**src/rtl/aes256_uart_ctrl.sv**
```systemverilog
// Frame sequencer between the UART byte streams and the AES-256 core: collects a
// 48-byte key+plaintext frame, runs one encryption, streams 16 ciphertext bytes back.
module aes256_uart_ctrl #(
  parameter int TIMEOUT_CYCLES = 3480
) (
  input  logic         clk,
  input  logic         rst,
  input  logic [7:0]   rx_data,
  input  logic         rx_new_data,
  output logic [7:0]   tx_data,
  output logic         tx_new_data,
  input  logic         tx_busy,
  output logic [255:0] aes_key,
  output logic [127:0] aes_text_in,
  output logic         aes_start,
  input  logic         aes_done,
  input  logic [127:0] aes_text_out,
  output logic         busy,
  output logic [7:0]   frame_count,
  output logic         timeout_err,
  output logic         overrun,
  output logic [2:0]   dbg_state
);

  localparam int CW = $clog2(TIMEOUT_CYCLES);
  localparam logic [CW-1:0] TO_LAST = CW'(TIMEOUT_CYCLES - 1);

  typedef enum logic [2:0] {
    RX_FRAME = 3'd0,
    START    = 3'd1,
    WAIT_AES = 3'd2,
    TX_LOAD  = 3'd3,
    TX_GAP   = 3'd4
  } state_e;

  // Handshake: rx_new_data/aes_done/aes_start/tx_new_data are single-cycle strobes;
  // a byte is only sent while tx_busy is low, and tx_busy is ignored for one cycle after.
  state_e          state_q;
  logic [383:0]    frame_q;
  logic [5:0]      bidx_q;
  logic [127:0]    outbuf_q;
  logic [3:0]      tidx_q;
  logic [CW-1:0]   tcnt_q;
  logic [7:0]      tx_data_q;
  logic            tx_new_data_q;
  logic            aes_start_q;
  logic            busy_q;
  logic [7:0]      frame_count_q;
  logic            timeout_err_q;
  logic            overrun_q;

  always_ff @(posedge clk) begin
    if (rst) begin
      state_q       <= RX_FRAME;
      frame_q       <= '0;
      bidx_q        <= '0;
      tidx_q        <= '0;
      tcnt_q        <= '0;
      tx_data_q     <= '0;
      tx_new_data_q <= 1'b0;
      aes_start_q   <= 1'b0;
      busy_q        <= 1'b0;
      frame_count_q <= '0;
      timeout_err_q <= 1'b0;
      overrun_q     <= 1'b0;
    end else begin
      tx_new_data_q <= 1'b0;
      aes_start_q   <= 1'b0;
      timeout_err_q <= 1'b0;
      if (rx_new_data && state_q != RX_FRAME) overrun_q <= 1'b1;
      case (state_q)
        RX_FRAME: begin
          if (rx_new_data) begin
            frame_q[{bidx_q, 3'b000} +: 8] <= rx_data;
            tcnt_q <= '0;
            if (bidx_q == 6'd47) begin
              bidx_q  <= '0;
              busy_q  <= 1'b1;
              state_q <= START;
            end else begin
              bidx_q <= bidx_q + 6'd1;
            end
          end else if (bidx_q != 6'd0) begin
            // Partial frame stalled: drop it, keep stale frame bytes.
            if (tcnt_q == TO_LAST) begin
              bidx_q        <= '0;
              tcnt_q        <= '0;
              timeout_err_q <= 1'b1;
            end else begin
              tcnt_q <= tcnt_q + CW'(1);
            end
          end else begin
            tcnt_q <= '0;
          end
        end
        START: begin
          aes_start_q <= 1'b1;
          state_q     <= WAIT_AES;
        end
        WAIT_AES: begin
          if (aes_done) begin
            tidx_q  <= '0;
            state_q <= TX_LOAD;
          end
        end
        TX_LOAD: begin
          if (!tx_busy) begin
            tx_data_q     <= outbuf_q[{tidx_q, 3'b000} +: 8];
            tx_new_data_q <= 1'b1;
            state_q       <= TX_GAP;
          end
        end
        TX_GAP: begin
          if (tidx_q == 4'd15) begin
            frame_count_q <= frame_count_q + 8'd1;
            busy_q        <= 1'b0;
            state_q       <= RX_FRAME;
          end else begin
            tidx_q  <= tidx_q + 4'd1;
            state_q <= TX_LOAD;
          end
        end
        default: state_q <= RX_FRAME;
      endcase
    end
  end

  // Ciphertext buffer survives reset on purpose.
  always_ff @(posedge clk) begin
    if (!rst && state_q == WAIT_AES && aes_done) outbuf_q <= aes_text_out;
  end

  assign aes_key     = frame_q[255:0];
  assign aes_text_in = frame_q[383:256];
  assign tx_data     = tx_data_q;
  assign tx_new_data = tx_new_data_q;
  assign aes_start   = aes_start_q;
  assign busy        = busy_q;
  assign frame_count = frame_count_q;
  assign timeout_err = timeout_err_q;
  assign overrun     = overrun_q;
  assign dbg_state   = state_q;

endmodule
```
**config.mk**
```make
export PLATFORM = sky130hd
export DESIGN_NAME = aes256_uart_ctrl
export DESIGN_NICKNAME = d
export VERILOG_FILES = /design/src/rtl/aes256_uart_ctrl.sv
export SDC_FILE = /design/constraint.sdc
export NUM_CORES = 1
export LEC_CHECK = 0
export ABC_CLOCK_PERIOD_IN_PS = 4650
export BUFFER_PORTS_ARGS = -buffer_cell sky130_fd_sc_hd__buf_2
export CORE_MARGIN = 1.5
export CORE_UTILIZATION = 48
export DETAILED_ROUTE_END_ITERATION = 8
export PLACE_DENSITY = 0.86
export SETUP_SLACK_MARGIN = 0.1
export SYNTH_ARGS = -nofsm -noshare
export SYNTH_HDL_FRONTEND = slang
export SYNTH_SLANG_ARGS = --single-unit
```
**constraint.sdc**
```tcl
create_clock -name clk -period 4.65 [get_ports clk]
set_input_delay 0.2325 -clock clk [delete_from_list [all_inputs] [get_ports clk]]
set_output_delay 0.2325 -clock clk [all_outputs]
set_load 0.03 [all_outputs]
```
# --- After elaboration in Yosys (flattened, before gate mapping) ---
# Cells that the tools add are included.
totals:
  reg_bits: 558
  inputBits: 141
  out_inout_bits: 408
  wordCells: 82
classes:
  n_addsub: 5
  eq_ne: 13
  shifts: 3
  muxes: 24
  bitwise_logic: 4
  n_reduce_logical: 20
ops:
  columns: ["op", "n"]
  rows:
  - ["$bwmux 384", 1]
  - ["$shift 8x11->384 const A", 1]
  - ["$shiftx 8x11->384", 1]
  - ["$shiftx 128x8->8", 1]
  - ["$mux 12", 3]
  - ["$mux 6", 4]
  - ["$pmux 3 s5", 1]
  - ["$add 12x1->12 const B", 1]
  - ["$eq 12x12->1 const B", 1]
  - ["$mux 3", 4]
  - ["$ne 2x2->1 const B", 6]
  - ["$neg 9->11", 1]
  - ["$add 8x1->8 const B", 1]
  - ["$mux 4", 2]
  - ["$pmux 4 s2", 1]
  - ["$reduce_and 4->1", 2]
  - ["$reduce_bool 2->1", 4]
  - ["$add 6x1->6 const B", 1]
  - ["$eq 3x2->1 const B", 2]
  - ["$eq 6x6->1 const B", 1]
  - ["$mux 1", 6]
  - ["$reduce_and 2->1", 3]
  - ["$reduce_and 3->1", 2]
  - ["$reduce_bool 6->1", 1]
  - ["13 further kinds", 18]

# --- Depth between registers and ports, before layout ---
logic_depth:
  word_depth: 4
  ltp_mapped: 12
  depth_no_buf: 7

# --- Worst setup path before layout ---
# No wires, ideal clock.
synth_timing:
  path_kind: "in2reg"
  startpoint: "in rst"
  endpoint: "reg outbuf_q[0], enable pin"
  setup_ns: 0.502
  arrival_time_ns: 4.082
  required_time_ns: 4.148
  setup_slack_ns: 0.066
  path_stages: 5
  n_path_buf: 3
  cell_sequence: "clkbuf_1 -> inv_2 -> clkbuf_1 -> clkbuf_1 -> and2_1"
synth_between:
  elab_chain_len: 3
synth_rtl:
  columns: ["item", "line_no", "text"]
  rows:
  - ["from (decl)", "7", "input logic rst,"]
  - ["$logic_not 1->1", "130", "if (!rst && state_q == WAIT_AES && aes_done) outbuf_q <= aes_text_out;"]
  - ["$logic_and 1x1->1 (2 in a row)", "130", null]
  - ["to (signal assigned)", "130", null]
  - ["to (decl)", "41", "logic [127:0] outbuf_q;"]
# Every way passes these cells.
# A chain may end at the register's enable or synchronous reset.

# --- Worst setup path in the final report ---
layout_timing:
  startpoint: "reg bidx_q[0]"
  endpoint: "reg frame_q[64]"
layout_between:
  elab_chain_len: 3
  elab_cells_between_ends: 4
  cone_classes: "add/sub (1); shift (2); mux (1)"
layout_rtl:
  columns: ["item", "line_no", "text"]
  rows:
  - ["from (decl)", "40", "logic [5:0] bidx_q;"]
  - ["from (signal assigned)", "81", "bidx_q <= bidx_q + 6'd1;"]
  - ["$neg 9->11 *", "74", "frame_q[{bidx_q, 3'b000} +: 8] <= rx_data;"]
  - ["$shiftx 8x11->384 or $shift 8x11->384 (tied branches)", "74", null]
  - ["$bwmux 384 *", "74", null]
  - ["to (signal, indexed assignment)", "74", null]
  - ["to (decl)", "39", "logic [383:0] frame_q;"]
# Every way passes the cells marked *; elsewhere a longest branch is shown, timed or not.

==> impl_metrics.env <==
export IMPL_outcome="completed"
export IMPL_maxCapViolCount=0
export IMPL_mappedNetlistArea_um2=22100
export IMPL_synth_compound_area_share_pct=6.23
export IMPL_drt_drc_violations_left=0
export IMPL_syn_mean_instance_area_um2=11.0
export IMPL_ys_seq_area_share_pct=56.4
export IMPL_post_cts_repair_setup_buffers=0
export IMPL_synth_cell_type_count=80
export IMPL_muxShareOfSynthArea_pct=18.1
export IMPL_fmaxAchievable_ghz=0.273
export IMPL_max_vdd_ir_drop_v=0.000359
export IMPL_start_util_pct=48.6
export IMPL_critPathArrivalTime_ns=4.18
export IMPL_grt_pass1_wl_um=116000
export IMPL_setup_viol_count_final=0
export IMPL_detail_route_iter0_violations=1946
export IMPL_htreeDepth=2
export IMPL_pwr_density_cell_nw_per_um2=368
export IMPL_worstRegToRegCells=9
export IMPL_timing_worst_slew_pin_value_ns=1.16
export IMPL_gp_congestion=0.917
export IMPL_yosys_area_share_simple_pct=15.4
export IMPL_sequential_cell_area_um2=12500
export IMPL_antenna_violations_before_repair=1
export IMPL_dieHeight_um=217
export IMPL_postSynth_topFlopCell="sky130_fd_sc_hd__dfxtp_1"
export IMPL_worst_clock_skew_ns=0.0295
export IMPL_vias_per_cell=5.89
export IMPL_grt_start_max_net_pins=122
export IMPL_postSynthRegisterBits=558
export IMPL_io_pins=549
export IMPL_crit_path_start_kind="flip-flop"
export IMPL_yosysWarnings=0
export IMPL_synth_edf_count=128
export IMPL_reg2reg_slack_ns=0.99
export IMPL_synth_top_family_by_area="multiplexers"
export IMPL_post_dp_cell_area_um2=25300
export IMPL_hp_class="primary input to flip-flop"
export IMPL_number_of_iterations_in_the_first_detailed_routing_pass=5
export IMPL_via_count_of_the_first_global_routing_pass=19000
export IMPL_grt_total_usage_pct=32.5
export IMPL_synthCells=2010
export IMPL_totalNegativeSetupSlack_ns=0
export IMPL_multiInputGateArea_um2=9080
export IMPL_die_area_um2=47300
export IMPL_hold_violations=0
export IMPL_area_growth_syn_to_layout_pct=29.0
export IMPL_worst_r2r_endpoint="frame_q[64]"
export IMPL_fin_crit_sh_pct=78.7
export IMPL_cts_inserted_buffers=56
export IMPL_critical_path_max_fanout=35
export IMPL_num_fill_cells=3357
export IMPL_grt_overflow_total=0
export IMPL_critPathKind="flip-flop to flip-flop"
export IMPL_max_slew_headroom_at_the_worst_pin_pct=22.3
export IMPL_max_clock_path_buffers=3
export IMPL_post_route_min_period_ns=3.66
export IMPL_chipWidth_um=217
export IMPL_total_power_mw=10.5
export IMPL_startpoint_of_the_most_critical_hold_path="rx_new_data"
export IMPL_synth_nets=2158
export IMPL_crit_path_start="bidx_q[0]"
export IMPL_clockRootBuffer="sky130_fd_sc_hd__clkbuf_16"
export IMPL_leakagePower_nw=12.1
export IMPL_yosysTopAreaCell="sky130_fd_sc_hd__dfxtp_1"
export IMPL_timing_hold_worst_path_depth=3
export IMPL_finalInstanceArea_um2=28500
export IMPL_fin_nets=2774
export IMPL_routed_length_per_placed_instance_um=24.3
export IMPL_crit_required_ns=5.17
export IMPL_antenna_violating_nets_remaining=0
export IMPL_synthXorXnorAreaFrac_pct=0.788
export IMPL_whs_endpoint="overrun"
export IMPL_final_max_slew_violation_count=0
export IMPL_timing_critical_path_to_type="flip-flop"
export IMPL_cts_clk_slew_worst_paths_ns=0.06
export IMPL_ys_top_cells_by_area="sky130_fd_sc_hd__dfxtp_1 (39%), sky130_fd_sc_hd__edfxtp_1 (17%), sky130_fd_sc_hd__mux2i_1 (14%)"
export IMPL_cts_sinks=558
export IMPL_clock_tree_from_tritoncts="yes"
export IMPL_area_inside_the_core_boundary_um2=45400
export IMPL_synth_top_area_share_pct=39.0
export IMPL_post_synth_fa_ha_maj_area_fraction_pct=0.397
export IMPL_clk_latency_ns=0.63
export IMPL_port_buffers=548
export IMPL_async_reset_ff_share_pct=0
export IMPL_detailroute_via_count=19300
export IMPL_final_layout_size_suffix_gt1_share_pct=28.0
export IMPL_r2r_start="bidx_q[0]"
export IMPL_total_number_of_placement_rows=78
export IMPL_setup_repair_after_global_routing_missed_its_margin="no"
export IMPL_routed_wirelength_um=79300
export IMPL_placed_wire_length_estimate_after_detailed_placement_um=50800
[where the power goes]
| group | internal [mW] | switching (mW) |
|---|---|---|
| sequential | 4.96 | 0.0137 |
| clock | 2.71 | 2.05 |
| combinational | 0.225 | 0.517 |
[worst max path at each step]
stage,to,cells past startpoint
6_report,frame_q[64],9
4_1_cts,tcnt_q[5],9
3_5_place_dp,tcnt_q[5],9
3_3_place_gp,frame_q[74],9
2_1_floorplan,frame_q[312],10
5_1_grt,tcnt_q[6],9
[repair_timing]
action | CTS | global route
gates resized for setup | 0 | 0
hold buffers | 130 | 0
hold endpoints to repair | 131 | 0
[state kept, by name (all words and copies together) (netlist names)]
register,count
overrun,1
aes_start,1
frame_count,8
outbuf_q,128
dbg_state,3
tcnt_q,12
tx_data,8
tx_new_data,1
bidx_q,6
timeout_err,1
busy,1
frame_q,384
tidx_q,4
[cells in the mapped netlist, types with 3 or more instances]
library cell / n
sky130_fd_sc_hd__a2111o_1: 4
sky130_fd_sc_hd__a2111oi_4: 4
sky130_fd_sc_hd__a211oi_1: 3
sky130_fd_sc_hd__a21o_1: 3
sky130_fd_sc_hd__a21oi_1: 38
sky130_fd_sc_hd__a22o_1: 8
sky130_fd_sc_hd__a22oi_1: 5
sky130_fd_sc_hd__a311oi_1: 8
sky130_fd_sc_hd__a31o_1: 8
sky130_fd_sc_hd__a31oi_1: 4
sky130_fd_sc_hd__a32oi_1: 3
sky130_fd_sc_hd__and2_1: 9
sky130_fd_sc_hd__and3_1: 4
sky130_fd_sc_hd__and4_1: 13
sky130_fd_sc_hd__buf_1: 8
sky130_fd_sc_hd__buf_2: 17
sky130_fd_sc_hd__clkbuf_1: 115
sky130_fd_sc_hd__dfxtp_1: 430
sky130_fd_sc_hd__edfxtp_1: 128
sky130_fd_sc_hd__ha_1: 7
sky130_fd_sc_hd__inv_1: 6
sky130_fd_sc_hd__mux2i_1: 310
sky130_fd_sc_hd__mux4_2: 40
sky130_fd_sc_hd__nand2_1: 305
sky130_fd_sc_hd__nand2b_1: 6
sky130_fd_sc_hd__nand3_1: 85
sky130_fd_sc_hd__nand3b_1: 4
sky130_fd_sc_hd__nand4_1: 20
sky130_fd_sc_hd__nor2_1: 202
sky130_fd_sc_hd__nor2_2: 6
sky130_fd_sc_hd__nor2b_1: 7
sky130_fd_sc_hd__nor3_1: 12
sky130_fd_sc_hd__nor3_2: 3
sky130_fd_sc_hd__nor3b_1: 8
sky130_fd_sc_hd__nor4_1: 4
sky130_fd_sc_hd__nor4_4: 4
sky130_fd_sc_hd__nor4b_1: 3
sky130_fd_sc_hd__o21ai_0: 57
sky130_fd_sc_hd__o21ai_1: 21
sky130_fd_sc_hd__or3_1: 11
sky130_fd_sc_hd__or4_1: 10
sky130_fd_sc_hd__xnor2_1: 7
sky130_fd_sc_hd__xor2_1: 11
[critical path, cell delays in order (launching register included)]
cell,delay [ns]
sky130_fd_sc_hd__dfxtp_1,0.30
sky130_fd_sc_hd__buf_4,0.31
sky130_fd_sc_hd__clkinv_1,0.31
sky130_fd_sc_hd__ha_1,0.31
sky130_fd_sc_hd__nor3b_4,0.19
sky130_fd_sc_hd__xor2_2,0.33
sky130_fd_sc_hd__nor4_2,0.81
sky130_fd_sc_hd__buf_4,0.34
sky130_fd_sc_hd__nand2_1,0.31
sky130_fd_sc_hd__mux2i_1,0.33
[placed cells by master, fill, tap and decap left out, types with 13 or more instances in the layout]
| cell type | instances |
|---|---|
| sky130_fd_sc_hd__a21oi_1 | 38 |
| sky130_fd_sc_hd__buf_4 | 21 |
| sky130_fd_sc_hd__mux4_2 | 40 |
| sky130_fd_sc_hd__dfxtp_1 | 429 |
| sky130_fd_sc_hd__dlygate4sd3_1 | 130 |
| sky130_fd_sc_hd__nor2_1 | 202 |
| sky130_fd_sc_hd__nand4_1 | 20 |
| sky130_fd_sc_hd__nand3_1 | 85 |
| sky130_fd_sc_hd__clkbuf_16 | 57 |
| sky130_fd_sc_hd__edfxtp_1 | 128 |
| sky130_fd_sc_hd__mux2i_1 | 309 |
| sky130_fd_sc_hd__buf_2 | 547 |
| sky130_fd_sc_hd__o21ai_0 | 57 |
| sky130_fd_sc_hd__and4_1 | 13 |
| sky130_fd_sc_hd__o21ai_1 | 21 |
| sky130_fd_sc_hd__nand2_1 | 305 |
[cell type report]
| type | instances | share of cell area [%] |
|---|---|---|
| Clock inverter | 28 | 1.10 |
| Clock buffer | 74 | 5.62 |
| Antenna cell | 1 | 0.00879 |
| Multi-Input combinational cell | 1301 | 31.9 |
| Tap cell | 600 | 2.64 |
| Timing Repair Buffer | 700 | 14.9 |
| Sequential cell | 558 | 43.7 |
| Inverter | 9 | 0.136 |
[stage by stage]
stage,util [%],setup slack (ns),cells,hold slack (ns)
2_1_floorplan,-,1.46,2010,0.309
3_3_place_gp,55.6,1.28,3038,0.409
3_5_place_dp,55.6,1.13,3038,0.411
4_1_cts,62.7,1.12,3270,0.00848
5_1_grt,62.7,0.697,3271,0.0474
6_report,62.7,0.992,3271,0.0265
[kinds of logic (layout without fill, tap and decap cells)]
kind of cell    after synthesis  after routing
simple gates                730            730
flops                       558            558
mux                         350            350
compound gates              195            195
buf+inv                     151            811
xor+xnor                     19             19
fa+ha+maj                     7              7
other cells                   0              1
[layer usage]
metal / share of wire [%] / GRT usage [%] / vias to the layer above
li1: - / - / 8345
met2: 48 / 54.4 / 1315
met1: 36 / 37.3 / 9304
met4: 6.5 / 20.0 / 0
met5: 0 / 0 / -
met3: 10 / 8.44 / 300
(Power assumes the default switching activity.)
